`src/rtl/regfile_scoreboard_pkg.sv`:
```
// Shared scoreboard types: pending-write counter and the decode-stage issue request.
// Imported by the scoreboard top, its interface and the per-register counter.
package common;

   localparam int REGISTER_FILE_SIZE = 32;
   localparam int REG_ID_W           = 5;

   typedef logic [1:0] sb_count_t;

   localparam sb_count_t SB_COUNT_MAX = 2'd3;

   typedef struct packed {
      logic [REG_ID_W-1:0] rs1_id;
      logic [REG_ID_W-1:0] rs2_id;
      logic [REG_ID_W-1:0] rd_id;
      logic                rs1_used;
      logic                rs2_used;
      logic                rd_write;
      logic                long_op;
   } sb_issue_req_t;

endpackage

```
`src/rtl/regfile_scoreboard_if.sv`:
```
// Decode <-> scoreboard signal bundle.
// master = decode/writeback side, slave = scoreboard.
interface regfile_scoreboard_if
   import common::*;
#(
   parameter int NUM_REGS    = REGISTER_FILE_SIZE,
   parameter int STALL_CNT_W = 16
);
   logic                   issue_valid;
   logic [REG_ID_W-1:0]    rs1_id;
   logic [REG_ID_W-1:0]    rs2_id;
   logic                   rs1_used;
   logic                   rs2_used;
   logic [REG_ID_W-1:0]    rd_id;
   logic                   rd_write;
   logic                   long_op;
   logic                   flush;
   logic                   wb_valid;
   logic [REG_ID_W-1:0]    wb_id;
   logic                   issue_ready;
   logic                   stall;
   logic [NUM_REGS-1:0]    busy_vec;
   logic [STALL_CNT_W-1:0] stall_cycles;
   logic                   wb_underflow;

   modport master (
      output issue_valid, rs1_id, rs2_id, rs1_used, rs2_used,
             rd_id, rd_write, long_op, flush, wb_valid, wb_id,
      input  issue_ready, stall, busy_vec, stall_cycles, wb_underflow
   );

   modport slave (
      input  issue_valid, rs1_id, rs2_id, rs1_used, rs2_used,
             rd_id, rd_write, long_op, flush, wb_valid, wb_id,
      output issue_ready, stall, busy_vec, stall_cycles, wb_underflow
   );

endinterface

```
`src/rtl/regfile_scoreboard_entry.sv`:
```
// sb_entry: one register's saturating 2-bit pending-write counter.
// A matched inc/dec pair cancels; a lone dec at zero is ignored and flagged.
module sb_entry
   import common::*;
(
   input  logic      clk,
   input  logic      reset_n,
   input  logic      inc,
   input  logic      dec,
   output sb_count_t count,
   output logic      underflow
);

   sb_count_t count_reg;
   sb_count_t count_next;

   always_comb begin
      count_next = count_reg;
      if (inc && !dec && count_reg != SB_COUNT_MAX) begin
         count_next = count_reg + 2'd1;
      end else if (dec && !inc && count_reg != '0) begin
         count_next = count_reg - 2'd1;
      end
   end

   always_ff @(posedge clk) begin
      if (!reset_n) begin
         count_reg <= '0;
      end else begin
         count_reg <= count_next;
      end
   end

   assign count     = count_reg;
   assign underflow = dec && !inc && (count_reg == '0);

endmodule

```
`src/rtl/regfile_scoreboard.sv`:
```
// Register-file scoreboard: RAW/WAW/capacity hazard detection for long-latency ops.
// Optional SCOREBOARD_WB_BYPASS_EN lets a same-cycle writeback clear a count-1 hazard.
module regfile_scoreboard
   import common::*;
#(
   parameter int NUM_REGS    = REGISTER_FILE_SIZE,
   parameter int STALL_CNT_W = 16
) (
   input logic                 clk,
   input logic                 reset_n,
   regfile_scoreboard_if.slave sb
);

   localparam int ID_SPACE = 1 << REG_ID_W;

   sb_issue_req_t          req;
   sb_count_t              count_arr [ID_SPACE];
   logic [ID_SPACE-1:0]    underflow_vec;
   sb_count_t              rs1_cnt;
   sb_count_t              rs2_cnt;
   sb_count_t              rd_cnt;
   logic                   rs1_bypass;
   logic                   rs2_bypass;
   logic                   rd_bypass;
   logic                   raw_hazard;
   logic                   waw_hazard;
   logic                   cap_hazard;
   logic                   issue_fire;
   logic                   stall_int;
   logic [NUM_REGS-1:0]    busy_vec;
   logic [STALL_CNT_W-1:0] stall_cycles_reg;
   logic                   wb_underflow_reg;

   always_comb begin
      req          = '0;
      req.rs1_id   = sb.rs1_id;
      req.rs2_id   = sb.rs2_id;
      req.rd_id    = sb.rd_id;
      req.rs1_used = sb.rs1_used;
      req.rs2_used = sb.rs2_used;
      req.rd_write = sb.rd_write;
      req.long_op  = sb.long_op;
   end

   // Ids outside 1..NUM_REGS-1 read as a permanently idle counter.
   for (genvar gi = 0; gi < ID_SPACE; gi++) begin : g_entry
      if (gi == 0 || gi >= NUM_REGS) begin : g_untracked
         assign count_arr[gi]     = '0;
         assign underflow_vec[gi] = 1'b0;
      end else begin : g_tracked
         logic inc;
         logic dec;

         assign inc = issue_fire && req.rd_write && req.long_op &&
                      (req.rd_id == REG_ID_W'(gi));
         assign dec = sb.wb_valid && (sb.wb_id == REG_ID_W'(gi));

         sb_entry u_entry (
            .clk       (clk),
            .reset_n   (reset_n),
            .inc       (inc),
            .dec       (dec),
            .count     (count_arr[gi]),
            .underflow (underflow_vec[gi])
         );
      end
   end

   assign rs1_cnt = count_arr[req.rs1_id];
   assign rs2_cnt = count_arr[req.rs2_id];
   assign rd_cnt  = count_arr[req.rd_id];

`ifdef SCOREBOARD_WB_BYPASS_EN
   // Register file writes before it reads, so the retiring value is visible now.
   assign rs1_bypass = sb.wb_valid && (sb.wb_id == req.rs1_id) && (rs1_cnt == 2'd1);
   assign rs2_bypass = sb.wb_valid && (sb.wb_id == req.rs2_id) && (rs2_cnt == 2'd1);
   assign rd_bypass  = sb.wb_valid && (sb.wb_id == req.rd_id)  && (rd_cnt  == 2'd1);
`else
   assign rs1_bypass = 1'b0;
   assign rs2_bypass = 1'b0;
   assign rd_bypass  = 1'b0;
`endif

   assign raw_hazard = (req.rs1_used && (rs1_cnt != '0) && !rs1_bypass) ||
                       (req.rs2_used && (rs2_cnt != '0) && !rs2_bypass);
   assign waw_hazard = req.rd_write && (req.rd_id != '0) && (rd_cnt != '0) && !rd_bypass;
   assign cap_hazard = req.rd_write && req.long_op && (rd_cnt == SB_COUNT_MAX);

   assign sb.issue_ready = !sb.issue_valid || !(raw_hazard || waw_hazard || cap_hazard);
   assign stall_int      = sb.issue_valid && !sb.issue_ready && !sb.flush;
   assign issue_fire     = sb.issue_valid && sb.issue_ready && !sb.flush;
   assign sb.stall       = stall_int;

   always_comb begin
      busy_vec = '0;
      for (int i = 1; i < NUM_REGS; i++) begin
         busy_vec[i] = (count_arr[i] != '0);
      end
   end

   assign sb.busy_vec = busy_vec;

   always_ff @(posedge clk) begin
      if (!reset_n) begin
         stall_cycles_reg <= '0;
         wb_underflow_reg <= 1'b0;
      end else begin
         if (stall_int && (stall_cycles_reg != '1)) begin
            stall_cycles_reg <= stall_cycles_reg + 1'b1;
         end
         if (|underflow_vec) begin
            wb_underflow_reg <= 1'b1;
         end
      end
   end

   assign sb.stall_cycles = stall_cycles_reg;
   assign sb.wb_underflow = wb_underflow_reg;

endmodule

```
`src/flat_wrapper.sv`:
```
// flat-port wrapper written by rule: the top's interface ports become plain ports
module regfile_scoreboard_flat import common::*;
#(
   parameter int NUM_REGS    = REGISTER_FILE_SIZE,
   parameter int STALL_CNT_W = 16
)
  (clk, reset_n, sb_issue_valid, sb_rs1_id, sb_rs2_id, sb_rs1_used, sb_rs2_used, sb_rd_id, sb_rd_write, sb_long_op, sb_flush, sb_wb_valid, sb_wb_id, sb_issue_ready, sb_stall, sb_busy_vec, sb_stall_cycles, sb_wb_underflow);
  regfile_scoreboard_if #(.NUM_REGS(NUM_REGS), .STALL_CNT_W(STALL_CNT_W)) sb_i ();
  input logic clk;
  input logic reset_n;
  input wire logic [$bits(sb_i.issue_valid)-1:0] sb_issue_valid;
  input wire logic [$bits(sb_i.rs1_id)-1:0] sb_rs1_id;
  input wire logic [$bits(sb_i.rs2_id)-1:0] sb_rs2_id;
  input wire logic [$bits(sb_i.rs1_used)-1:0] sb_rs1_used;
  input wire logic [$bits(sb_i.rs2_used)-1:0] sb_rs2_used;
  input wire logic [$bits(sb_i.rd_id)-1:0] sb_rd_id;
  input wire logic [$bits(sb_i.rd_write)-1:0] sb_rd_write;
  input wire logic [$bits(sb_i.long_op)-1:0] sb_long_op;
  input wire logic [$bits(sb_i.flush)-1:0] sb_flush;
  input wire logic [$bits(sb_i.wb_valid)-1:0] sb_wb_valid;
  input wire logic [$bits(sb_i.wb_id)-1:0] sb_wb_id;
  output wire logic [$bits(sb_i.issue_ready)-1:0] sb_issue_ready;
  output wire logic [$bits(sb_i.stall)-1:0] sb_stall;
  output wire logic [$bits(sb_i.busy_vec)-1:0] sb_busy_vec;
  output wire logic [$bits(sb_i.stall_cycles)-1:0] sb_stall_cycles;
  output wire logic [$bits(sb_i.wb_underflow)-1:0] sb_wb_underflow;
  assign sb_i.issue_valid = sb_issue_valid;
  assign sb_i.rs1_id = sb_rs1_id;
  assign sb_i.rs2_id = sb_rs2_id;
  assign sb_i.rs1_used = sb_rs1_used;
  assign sb_i.rs2_used = sb_rs2_used;
  assign sb_i.rd_id = sb_rd_id;
  assign sb_i.rd_write = sb_rd_write;
  assign sb_i.long_op = sb_long_op;
  assign sb_i.flush = sb_flush;
  assign sb_i.wb_valid = sb_wb_valid;
  assign sb_i.wb_id = sb_wb_id;
  assign sb_issue_ready = sb_i.issue_ready;
  assign sb_stall = sb_i.stall;
  assign sb_busy_vec = sb_i.busy_vec;
  assign sb_stall_cycles = sb_i.stall_cycles;
  assign sb_wb_underflow = sb_i.wb_underflow;
  regfile_scoreboard #(.NUM_REGS(NUM_REGS), .STALL_CNT_W(STALL_CNT_W)) u_core (.clk(clk), .reset_n(reset_n), .sb(sb_i));
endmodule
```
`config.mk`:
```
export PLATFORM = sky130hd
export DESIGN_NAME = regfile_scoreboard_flat
export DESIGN_NICKNAME = d
export VERILOG_FILES = /design/src/rtl/regfile_scoreboard_pkg.sv /design/src/rtl/regfile_scoreboard_if.sv /design/src/rtl/regfile_scoreboard_entry.sv /design/src/rtl/regfile_scoreboard.sv /design/src/flat_wrapper.sv
export SDC_FILE = /design/constraint.sdc
export NUM_CORES = 1
export LEC_CHECK = 0
export BUFFER_PORTS_ARGS = -buffer_cell sky130_fd_sc_hd__clkbuf_2
export CORE_MARGIN = 2
export CORE_UTILIZATION = 56
export CTS_BUF_LIST = sky130_fd_sc_hd__clkbuf_2
export CTS_CLUSTER_SIZE = 16
export DETAILED_ROUTE_END_ITERATION = 12
export PLACE_DENSITY = 0.78
export SYNTH_ARGS = -nofsm -noshare
export SYNTH_HDL_FRONTEND = slang
export SYNTH_SLANG_ARGS = --single-unit
```
`constraint.sdc`:
```
create_clock -name clk -period 5.6 [get_ports clk]
set_input_delay 1.12 -clock clk [delete_from_list [all_inputs] [get_ports clk]]
set_output_delay 1.12 -clock clk [all_outputs]
set_load 0.03 [all_outputs]
```
==> impl_metrics.py, run 1 <==
metrics = {
    "run_status": {
        "status": "completed",
    },
    "synth": {
        "yosys_warnings": 0,
        "syn_avg_cell_area_sq_um": 7.667,
        "yosysSeqAreaShare": 0.2750,
        "syn_inst": 750,
        "netlist_area_sq_um": 5751,
        "synthFlopType": "dfxtp_1",
        "async_flop_share": 0,
        "syn-num-nets": 780,
        "synth-seq-cells": 79,
        "synth_edf_count": 0,
        "yosysUniqueCellTypes": 60,
    },
    "timing": {
        "slew-limit-headroom": 0.2227,
        "report.final.slew_viol_count": 0,
        "clock_skew_ns": 0.04893,
        "finalCritPeriodShare": 0.8987,
        "hold_viol": 0,
        "fin_tns_setup_ns": 0,
        "layout_setup_ws_ns": 0.5674,
        "max_freq_mhz": 198.7,
        "setup_viol_count_final": 0,
        "worstMarginPinSlew_ns": 1.164,
        "rsz0062_at_grt": "no",
        "min_period_ns": 5.033,
    },
    "pwr": {
        "power_frac_comb": 0.140,
        "p_per_area_nw_per_um2": 173.0,
        "power.switching_mw": 0.3312,
        "p_leak_nw": 2.545,
        "vdd_drop_max_mv": 0.1599,
        "power.internal_mw": 0.7626,
        "p_seq_frac": 0.519,
        "p_sw_frac": 0.3028,
        "p_clk_frac": 0.340,
    },
    "run": {
        "cap_violations": 0,
    },
    "layout": {
        "nNetsFinal": 841,
        "syn_to_final_growth_pct": 9.943,
        "fin_util": 0.6409,
        "fin_area_sq_um": 6322,
        "largest_reg_flops": 62,
        "drive_above_1_share": 0.1777,
        "antenna_cells": 0,
    },
    "critical_path": {
        "startpoint_type": "input pin",
        "crit_required_ns": 4.48,
        "cp-endpoint": "sb_stall",
        "r2r_end": "u_core.g_entry[24].g_tracked.u_entry.count[0]$_SDFFE_PN0P_",
        "rr_startpoint": "u_core.g_entry[12].g_tracked.u_entry.count[1]$_SDFFE_PN0P_",
        "r2r_cells": 11,
        "crit_start": "sb_rd_id[2]",
        "path_max_fanout": 21,
        "endpoint_kind": "output port",
        "setup.worst_path.class": "input pin to output port",
        "arrival_ns": 3.91,
        "ff2ff_setup_slack_ns": 1.53,
    },
    "detailed_routing": {
        "route.met2.wl_um": 9200,
        "drt_first_pass_iters": 5,
        "drc": 0,
        "vias": 6391,
        "via_per_inst": 6.734,
        "drt_iter0_drc": 685,
        "wire_per_inst_um": 21.72,
        "met3WireLength_um": 2359,
        "m1WireLength_um": 7984,
        "wl_um": 20610,
        "top_layer": "met4",
        "route.antenna.remaining_nets": 0,
    },
    "cts": {
        "clk_latency_ns": 0.63,
        "cts_sinks": 79,
        "cts_buffers": 9,
        "htreeDepth": 3,
        "hold_buffers": 0,
        "cts_setup_buffers": 0,
        "cts_root_buf": "clkbuf_2",
        "clock_path_buffers": 2,
        "cts_tree": "built",
        "ctsResizeCount": 0,
        "clkTransAtPathRegs_ns": 0.19,
    },
    "grt": {
        "grt_max_degree": 67,
        "grt.total_usage": 0.3751,
        "antenna_found_initial": 0,
        "grt_pass1_wl_um": 32260,
        "grt_pass1_vias": 6205,
        "overflow": 0,
    },
    "floorplanning": {
        "dieArea_sq_um": 11100,
        "die_h_um": 105.3,
        "ioPinCount": 80,
        "rows": 36,
        "die_w_um": 105.3,
        "start_util": 0.5830,
        "core_sq_um": 9864,
    },
    "placed_design": {
        "portBuffers": 78,
        "place_area_sq_um": 6186,
        "dpl_worst_slack_ns": 0.6231,
        "gp_congestion": 1.122,
        "dp_hpwl_um": 15660,
    },
    "min_path": {
        "hold_class": "flip-flop to flip-flop",
        "worstHoldPathCells": 2,
    },
}
[power by group through the flow]
stage	combinational [mW]	clock (mW)	sequential (mW)
6_report	0.153	0.372	0.568
2_1_floorplan	0.0978	0	0.581
3_3_place_gp	0.146	0	0.579
5_1_grt	0.163	0.393	0.569
3_5_place_dp	0.148	0	0.579
4_1_cts	0.148	0.374	0.568
[layer usage]
| layer | global-route usage | up-vias |
|---|---|---|
| met5 | 0 | - |
| li1 | - | 2877 |
| met2 | 0.5843 | 446 |
| met1 | 0.4727 | 2974 |
| met3 | 0.1020 | 94 |
| met4 | 0.2000 | 0 |
[stage by stage]
step | std cells | hold slack [ns] | total power, mW
floorplan | 750 | 0.4360 | 0.6788
global placement | 933 | 0.4642 | 0.7245
detailed placement | 933 | 0.4714 | 0.7265
CTS | 949 | 0.4947 | 1.090
global route | 949 | 0.5342 | 1.125
finish | 949 | 0.4977 | 1.094
[synth_stat cells, types with 3 or more instances]
master | count | area share
a211o_1 | 5 | 0.0076
a211oi_1 | 28 | 0.037
a21oi_1 | 41 | 0.036
a31oi_1 | 7 | 0.0076
and2_1 | 12 | 0.013
and3_1 | 14 | 0.015
buf_2 | 7 | 0.0061
buf_6 | 4 | 0.0078
clkbuf_1 | 22 | 0.014
dfxtp_1 | 79 | 0.28
inv_1 | 40 | 0.026
mux2_2 | 5 | 0.0098
mux2i_1 | 11 | 0.019
mux4_2 | 24 | 0.094
nand2_1 | 66 | 0.043
nand2b_1 | 21 | 0.023
nand3_1 | 14 | 0.012
nand4_1 | 4 | 0.0044
nor2_1 | 94 | 0.061
nor2b_1 | 7 | 0.0076
nor3_1 | 59 | 0.051
nor3b_1 | 3 | 0.0039
o211ai_1 | 3 | 0.0039
o21a_1 | 33 | 0.043
o21ai_0 | 58 | 0.050
o22ai_1 | 7 | 0.0076
o311a_1 | 5 | 0.0087
o31a_1 | 6 | 0.0091
o31ai_1 | 14 | 0.018
or2_2 | 8 | 0.0087
or3_1 | 6 | 0.0065
xnor2_1 | 8 | 0.012
xor2_1 | 3 | 0.0046
[worst min path at each step]
| stage | startpoint | endpoint | slack [ns] |
|---|---|---|---|
| 2_1_floorplan | u_core.g_entry[14].g_tracked.u_entry.count[1]$_SDFFE_PN0P_ | u_core.g_entry[14].g_tracked.u_entry.count[1]$_SDFFE_PN0P_ | 0.44 |
| 3_5_place_dp | u_core.g_entry[14].g_tracked.u_entry.count[1]$_SDFFE_PN0P_ | u_core.g_entry[14].g_tracked.u_entry.count[1]$_SDFFE_PN0P_ | 0.47 |
| 5_1_grt | u_core.g_entry[14].g_tracked.u_entry.count[1]$_SDFFE_PN0P_ | u_core.g_entry[14].g_tracked.u_entry.count[0]$_SDFFE_PN0P_ | 0.53 |
| 3_3_place_gp | u_core.g_entry[14].g_tracked.u_entry.count[1]$_SDFFE_PN0P_ | u_core.g_entry[14].g_tracked.u_entry.count[1]$_SDFFE_PN0P_ | 0.46 |
| 4_1_cts | u_core.g_entry[14].g_tracked.u_entry.count[1]$_SDFFE_PN0P_ | u_core.g_entry[14].g_tracked.u_entry.count[1]$_SDFFE_PN0P_ | 0.49 |
| 6_report | u_core.g_entry[14].g_tracked.u_entry.count[1]$_SDFFE_PN0P_ | u_core.g_entry[14].g_tracked.u_entry.count[1]$_SDFFE_PN0P_ | 0.50 |
[area by class of cell]
class                      instances  area, sq um
inverter                          40        150.1
clock inverter                     5        81.33
timing repair buffer              86        450.4
clock buffer                      11        55.05
tap                              133        166.4
multi-input combinational        595         3837
sequential                        79         1582
fill                             879         3542
[critical path, stage by stage]
cell and delay [ns]:
clkbuf_2 0.47, nand2_1 0.33, o32ai_1 0.33, a211oi_1 0.13
a221o_1 0.37, o2111ai_4 0.34, or2_4 0.36, nand2_1 0.15
nor2_1 0.10, clkbuf_2 0.21
[cells in the final DEF, fill, tap and decap left out, drive strengths merged, types with 6 or more instances in the layout]
cell | synthesis | final
dfxtp | 79 | 79
nor2 | 94 | 94
nand2b | 21 | 21
o22ai | 7 | 7
o31ai | 14 | 14
o31a | 6 | 6
a21oi | 41 | 41
xnor2 | 8 | 8
and3 | 14 | 14
a31oi | 7 | 7
nor3 | 59 | 59
mux4 | 24 | 24
inv | 40 | 41
a211oi | 28 | 28
o21ai | 58 | 58
and2 | 12 | 12
clkbuf | 22 | 89
o21a | 33 | 33
nand3 | 14 | 14
or3 | 6 | 6
or2 | 9 | 9
nand2 | 66 | 66
nor2b | 7 | 7
buf | 14 | 8
mux2i | 11 | 11
[logic make-up after synthesis]
| kind of cell | Yosys count | share of synthesized area |
|---|---|---|
| xor gates and xnor gates | 11 | 0.01676 |
| AOI/OAI and AO/OA | 223 | 0.2587 |
| DFF | 79 | 0.2750 |
| other | 1 | 0.0006521 |
| adders and majority gates | 1 | 0.002175 |
| buffers and inverters | 76 | 0.05766 |
| and+or+nand+nor | 319 | 0.2661 |
| muxes | 40 | 0.1229 |
No activity file was read; power rests on OpenSTA's default activity.
==> run 2: changes to the inputs <==
Settings changed: CORE_MARGIN 2 to 4, CORE_UTILIZATION 56 to 40, PLACE_DENSITY 0.78 to default.
==> impl_metrics.py, run 2 (synthesized netlist as in run 1, its figures left out) <==
metrics = {
    "run_status": {
        "status": "completed",
    },
    "timing": {
        "rsz0062_at_grt": "no",
        "finalCritPeriodShare": 0.9252,
        "layout_setup_ws_ns": 0.4188,
        "report.final.slew_viol_count": 0,
        "setup_viol_count_final": 0,
        "slew-limit-headroom": 0.1984,
        "fin_tns_setup_ns": 0,
        "hold_viol": 0,
        "max_freq_mhz": 193.0,
        "clock_skew_ns": 0.03725,
        "min_period_ns": 5.181,
        "worstMarginPinSlew_ns": 1.201,
    },
    "detailed_routing": {
        "via_per_inst": 6.281,
        "drc": 0,
        "drt_iter0_drc": 597,
        "route.antenna.remaining_nets": 0,
        "wire_per_inst_um": 22.91,
        "drt_first_pass_iters": 5,
        "wl_um": 22860,
        "vias": 6268,
    },
    "run": {
        "cap_violations": 0,
    },
    "critical_path": {
        "crit_required_ns": 4.48,
        "crit_start": "sb_rd_id[2]",
        "setup.worst_path.class": "input pin to output port",
        "arrival_ns": 4.06,
        "startpoint_type": "input pin",
        "r2r_cells": 10,
        "path_max_fanout": 21,
        "rr_startpoint": "u_core.g_entry[9].g_tracked.u_entry.count[0]$_SDFFE_PN0P_",
        "r2r_end": "u_core.g_entry[27].g_tracked.u_entry.count[0]$_SDFFE_PN0P_",
        "endpoint_kind": "output port",
        "ff2ff_setup_slack_ns": 1.32,
    },
    "grt": {
        "grt.total_usage": 0.2780,
        "antenna_found_initial": 0,
        "grt_pass1_vias": 5953,
        "overflow": 0,
        "grt_max_degree": 67,
        "grt_pass1_wl_um": 34640,
    },
    "pwr": {
        "p_per_area_nw_per_um2": 164.7,
        "vdd_drop_max_mv": 0.1595,
        "p_leak_nw": 2.539,
    },
    "cts": {
        "htreeDepth": 3,
        "cts_tree": "built",
        "cts_root_buf": "clkbuf_2",
        "cts_setup_buffers": 0,
        "clkTransAtPathRegs_ns": 0.28,
        "ctsResizeCount": 0,
        "clock_path_buffers": 2,
        "cts_buffers": 9,
        "cts_sinks": 79,
        "clk_latency_ns": 0.66,
        "hold_buffers": 0,
    },
    "floorplanning": {
        "rows": 43,
        "dieArea_sq_um": 16360,
        "die_h_um": 127.9,
        "start_util": 0.4111,
        "ioPinCount": 80,
        "die_w_um": 127.9,
        "core_sq_um": 13990,
    },
    "min_path": {
        "hold_class": "flip-flop to flip-flop",
        "min_from": "u_core.g_entry[14].g_tracked.u_entry.count[1]$_SDFFE_PN0P_",
        "worstHoldPathCells": 2,
        "hold_end": "u_core.g_entry[14].g_tracked.u_entry.count[1]$_SDFFE_PN0P_",
    },
    "layout": {
        "largest_reg_flops": 62,
        "antenna_cells": 0,
        "syn_to_final_growth_pct": 10.71,
        "layout_common_cells": "nor2_1 (94), clkbuf_2 (87), dfxtp_1 (79), nand2_1 (66), nor3_1 (59)",
        "nNetsFinal": 843,
        "final_common_cell": "nor2_1",
        "drive_above_1_share": 0.1797,
    },
    "placed_design": {
        "dp_hpwl_um": 17610,
        "gp_congestion": 1.039,
        "portBuffers": 78,
        "dpl_worst_slack_ns": 0.4523,
    },
}
run 2: changes by cell type in the layout (fill, tap and decap cells not counted), sizes merged:
cell	previous run	this run
inv	41	45
buf	8	10
bufinv	2	0
clkbuf	89	87
run 2: stage by stage:
step / instances / util / total power [mW] / hold WS (ns) / cell area (sq um)
floorplan: 750 / - / 0.6788 / 0.4360 / 5751
finish: 998 / 0.4551 / 1.048 / 0.4990 / 6366
global placement: 982 / 0.4475 / 0.7322 / 0.4659 / 6260
CTS: 998 / 0.4551 / 1.053 / 0.4991 / 6366
global route: 998 / 0.4551 / 1.086 / 0.5225 / 6366
detailed placement: 982 / 0.4475 / 0.7339 / 0.4707 / 6260
run 2: worst max-delay path by stage:
stage | end | slack, ns | cells past startpoint
finish | sb_stall | 0.42 | 10
global route | sb_stall | 0.23 | 10
CTS | sb_stall | 0.44 | 10
detailed placement | sb_stall | 0.45 | 10
global placement | sb_stall | 0.49 | 10
floorplan | sb_stall | 0.69 | 11
run 2: power breakdown:
group | internal, mW | switching [mW] | total, mW
clock | 0.0693 | 0.252 | 0.321
sequential | 0.566 | 0.00231 | 0.569
combinational | 0.0446 | 0.114 | 0.159
run 2: layer usage:
layer  up-vias  global-route usage  routed length [um]
li1       2878                   -                   -
met1      3031              0.3612                9497
met2       307              0.4439               10480
met3        52             0.08208                2172
met4         0             0.08989                 710
met5         -                   0                   0
run 2: area by class of cell:
cell class / count / area, sq um
flip-flops and latches: 79 / 1582
well taps: 180 / 225.2
fillers: 1490 / 7622
multi-input cells: 595 / 3837
inverters: 40 / 150.1
repair buffers: 88 / 465.4
clock buffers: 9 / 45.04
clock inverters: 7 / 61.31
run 2: critical path: stages:
cell and delay [ns]:
clkbuf_2 0.41, nand2_1 0.30, o32ai_1 0.30, a211oi_1 0.13, a221o_1 0.37, o2111ai_4 0.54
or2_4 0.42, nand2_1 0.14, nor2_1 0.10, clkbuf_2 0.20
==> run 3: changes to the inputs <==
Settings changed: CORE_ASPECT_RATIO from default to 1.75, REMOVE_ABC_BUFFERS from default to 1, SYNTH_HIERARCHICAL from default to 1.
==> impl_metrics.py, run 3 <==
metrics = {
    "cts": {
        "cts_sinks": 79,
        "clk_latency_ns": 0.60,
        "clock_path_buffers": 2,
        "hold_buffers": 0,
        "cts_setup_buffers": 0,
        "cts_buffers": 9,
        "ctsResizeCount": 0,
        "clkTransAtPathRegs_ns": 0.22,
        "cts_tree": "built",
        "htreeDepth": 3,
        "cts_root_buf": "clkbuf_2",
    },
    "detailed_routing": {
        "via_per_inst": 6.075,
        "m1WireLength_um": 8280,
        "route.met2.wl_um": 10860,
        "drc": 0,
        "met3WireLength_um": 1120,
        "wl_um": 21560,
        "route.antenna.remaining_nets": 0,
        "drt_iter0_drc": 422,
        "vias": 6518,
        "drt_first_pass_iters": 5,
        "top_layer": "met4",
        "wire_per_inst_um": 20.10,
    },
    "synth": {
        "yosysMostFrequentCell": "nand2b_1",
        "synthAdderAreaFrac": 0.001939,
        "synthTopCellsByArea": "dfxtp_1 (25%), nand2b_1 (7.8%), mux4_2 (6.3%)",
        "yosys_warnings": 6,
        "synth_top_family_by_area": "simple AND/OR/NAND/NOR gates",
        "synthFlopType": "dfxtp_1",
        "async_flop_share": 0,
        "yosysUniqueCellTypes": 62,
        "synth-seq-cells": 79,
        "muxShareOfSynthArea": 0.1161,
        "yosysTopAreaCell": "dfxtp_1",
        "synth_commonest_cells": "nand2b_1 (80), dfxtp_1 (79), nor3_1 (78)",
        "synth_top_area_share": 0.2451,
        "syn_inst": 811,
        "synth_compound_area_frac": 0.2342,
        "yosysSeqAreaShare": 0.2451,
        "netlist_area_sq_um": 6454,
        "synthSimpleGateAreaFrac": 0.3610,
        "syn_avg_cell_area_sq_um": 7.958,
        "synth_edf_count": 0,
        "synth-xor-area-share": 0,
    },
    "pwr": {
        "p_seq_frac": 0.483,
        "power.switching_mw": 0.3295,
        "power.internal_mw": 0.8500,
        "power_frac_comb": 0.136,
        "p_leak_nw": 2.773,
        "p_sw_frac": 0.2794,
        "total_power_mw": 1.180,
        "p_per_area_nw_per_um2": 164.3,
        "vdd_drop_max_mv": 0.08879,
        "p_clk_frac": 0.381,
    },
    "run_status": {
        "status": "completed",
    },
    "run": {
        "cap_violations": 0,
    },
    "placed_design": {
        "dpl_worst_slack_ns": 0.2891,
        "gp_congestion": 0.9987,
        "place_area_sq_um": 7005,
        "dp_hpwl_um": 16610,
        "numPlacedInstances": 1058,
        "portBuffers": 78,
    },
    "timing": {
        "layout_setup_ws_ns": 0.7228,
        "rsz0062_at_grt": "no",
        "hold_viol": 0,
        "finalCritPeriodShare": 0.8709,
        "fin_tns_setup_ns": 0,
        "report.final.slew_viol_count": 0,
        "slew-limit-headroom": 0.3451,
        "setup_viol_count_final": 0,
        "hold_ws_ns": 0.4955,
        "max_freq_mhz": 205.0,
        "worstMarginPinSlew_ns": 0.9734,
        "clock_skew_ns": 0.05854,
        "min_period_ns": 4.877,
    },
    "layout": {
        "nNetsFinal": 910,
        "layout_common_cells": "clkbuf_2 (87), nand2b_1 (80), dfxtp_1 (79), nor3_1 (78), nand2_1 (74)",
        "syn_to_final_growth_pct": 11.23,
        "largest_reg_flops": 62,
        "stdcell_count": 1073,
        "fin_util": 0.4522,
        "fin_area_sq_um": 7178,
        "num-fill-cells": 1686,
        "drive_above_1_share": 0.2197,
        "final_common_cell": "clkbuf_2",
    },
    "critical_path": {
        "crit_chain": "clkbuf_2, mux4_2, nor3_1, o22ai_1, a221oi_1, nor3_1, nor3_2, buf_4, nand2_2, nor4_1, nand2b_1, nor3_1, nor4_1, nand4_1, nor2_1, nor2_1",
        "rr_startpoint": "u_core/g_entry[2].g_tracked.u_entry/count[0]$_SDFFE_PN0P_",
        "slowest_stage": "nor4_1",
        "cp-endpoint": "u_core/sb.wb_underflow$_SDFFE_PN0P_",
        "crit_required_ns": 6.09,
        "r2r_end": "u_core/sb.wb_underflow$_SDFFE_PN0P_",
        "path_delay_family": "simple AND/OR/NAND/NOR gates",
        "startpoint_type": "input pin",
        "worst-path-stages": 16,
        "max_stage_delay_ns": 0.75,
        "setup.worst_path.class": "input pin to flip-flop",
        "r2r_cells": 15,
        "cp_num_buf_inv": 2,
        "endpoint_kind": "flip-flop",
        "path_max_fanout": 21,
        "crit_start": "sb_rd_id[0]",
        "arrival_ns": 5.37,
        "cp_common_cell": "nor3_1",
        "ff2ff_setup_slack_ns": 1.08,
    },
    "grt": {
        "grt.total_usage": 0.2306,
        "overflow": 0,
        "grt_pass1_wl_um": 33280,
        "grt_pass1_vias": 6308,
        "grt_max_degree": 62,
        "antenna_found_initial": 1,
    },
    "min_path": {
        "hold_class": "flip-flop to flip-flop",
    },
    "floorplanning": {
        "ioPinCount": 80,
        "die_w_um": 104.0,
        "start_util": 0.4065,
        "rows": 61,
        "die_h_um": 176.0,
        "dieArea_sq_um": 18310,
        "core_sq_um": 15880,
    },
}
run 3: cell types whose count changed after synthesis, moves of 26 or more:
cell      previous run  this run
nor2b_1              7        37
nand2b_1            21        80
a211oi_1            28         2
a21oi_2              0        31
a21oi_1             41         3
o21ai_0             58         1
and3b_1              0        31
a21boi_1             0        31
o21a_1              33         0
o21ai_1              0        63
nor2_1              94        54
o31ai_2              0        31
run 3: area by class of cell:
cell class / instances / area, sq um / share of cell area
clock inverter: 4 / 120.1 / 0.01673
timing repair buffer: 87 / 460.4 / 0.06415
sequential: 79 / 1582 / 0.2203
multi-input combinational: 671 / 4607 / 0.6418
tap: 189 / 236.5 / 0.03294
clock buffer: 10 / 50.05 / 0.006972
antenna: 1 / 2.502 / 0.0003486
inverter: 32 / 120.1 / 0.01673
run 3: logic make-up after synthesis:
family / after synthesis
AO/OA/AOI/OAI: 194
adder cells (fa/ha/maj): 1
buffers and inverters: 61
flip-flops: 79
multiplexers: 52
other: 1
AND/OR/NAND/NOR: 423
run 3: worst min-delay path by stage:
stage / startpoint / to / slack, ns / cells past startpoint
floorplan: u_core/g_entry[1].g_tracked.u_entry/count[0]$_SDFFE_PN0P_ / u_core/g_entry[1].g_tracked.u_entry/count[0]$_SDFFE_PN0P_ / 0.47 / 1
finish: u_core/sb.stall_cycles[5]$_SDFFE_PN0P_ / u_core/sb.stall_cycles[5]$_SDFFE_PN0P_ / 0.50 / 2
global placement: u_core/sb.stall_cycles[5]$_SDFFE_PN0P_ / u_core/sb.stall_cycles[5]$_SDFFE_PN0P_ / 0.46 / 2
detailed placement: u_core/sb.stall_cycles[5]$_SDFFE_PN0P_ / u_core/sb.stall_cycles[5]$_SDFFE_PN0P_ / 0.47 / 2
CTS: u_core/sb.stall_cycles[5]$_SDFFE_PN0P_ / u_core/sb.stall_cycles[5]$_SDFFE_PN0P_ / 0.50 / 2
global route: u_core/sb.stall_cycles[5]$_SDFFE_PN0P_ / u_core/sb.stall_cycles[5]$_SDFFE_PN0P_ / 0.52 / 2
run 3: power groups by stage:
| stage | logic, mW | registers (mW) | clock network, mW |
|---|---|---|---|
| 4_1_cts | 0.158 | 0.570 | 0.465 |
| 6_report | 0.160 | 0.570 | 0.450 |
| 3_5_place_dp | 0.157 | 0.580 | 0 |
| 5_1_grt | 0.171 | 0.570 | 0.479 |
| 2_1_floorplan | 0.0731 | 0.582 | 0 |
| 3_3_place_gp | 0.156 | 0.580 | 0 |
run 3: metal layers:
layer / track usage / vias up
li1: - / 3110
met1: 0.2561 / 3080
met2: 0.4202 / 259
met3: 0.02817 / 69
met4: 0.1348 / 0
met5: 0 / -
run 3: worst reg2reg max path, stage by stage (launching register included):
cell	delay (ns)
dfxtp_1	0.46
or2_1	0.31
mux2_2	0.27
a221o_1	0.38
a311oi_1	0.29
nor4bb_1	0.11
nor3_2	0.21
buf_4	0.29
nand2_2	0.26
nor4_1	0.46
nand2b_1	0.22
nor3_1	0.06
nor4_1	0.75
nand4_1	0.18
nor2_1	0.14
nor2_1	0.05
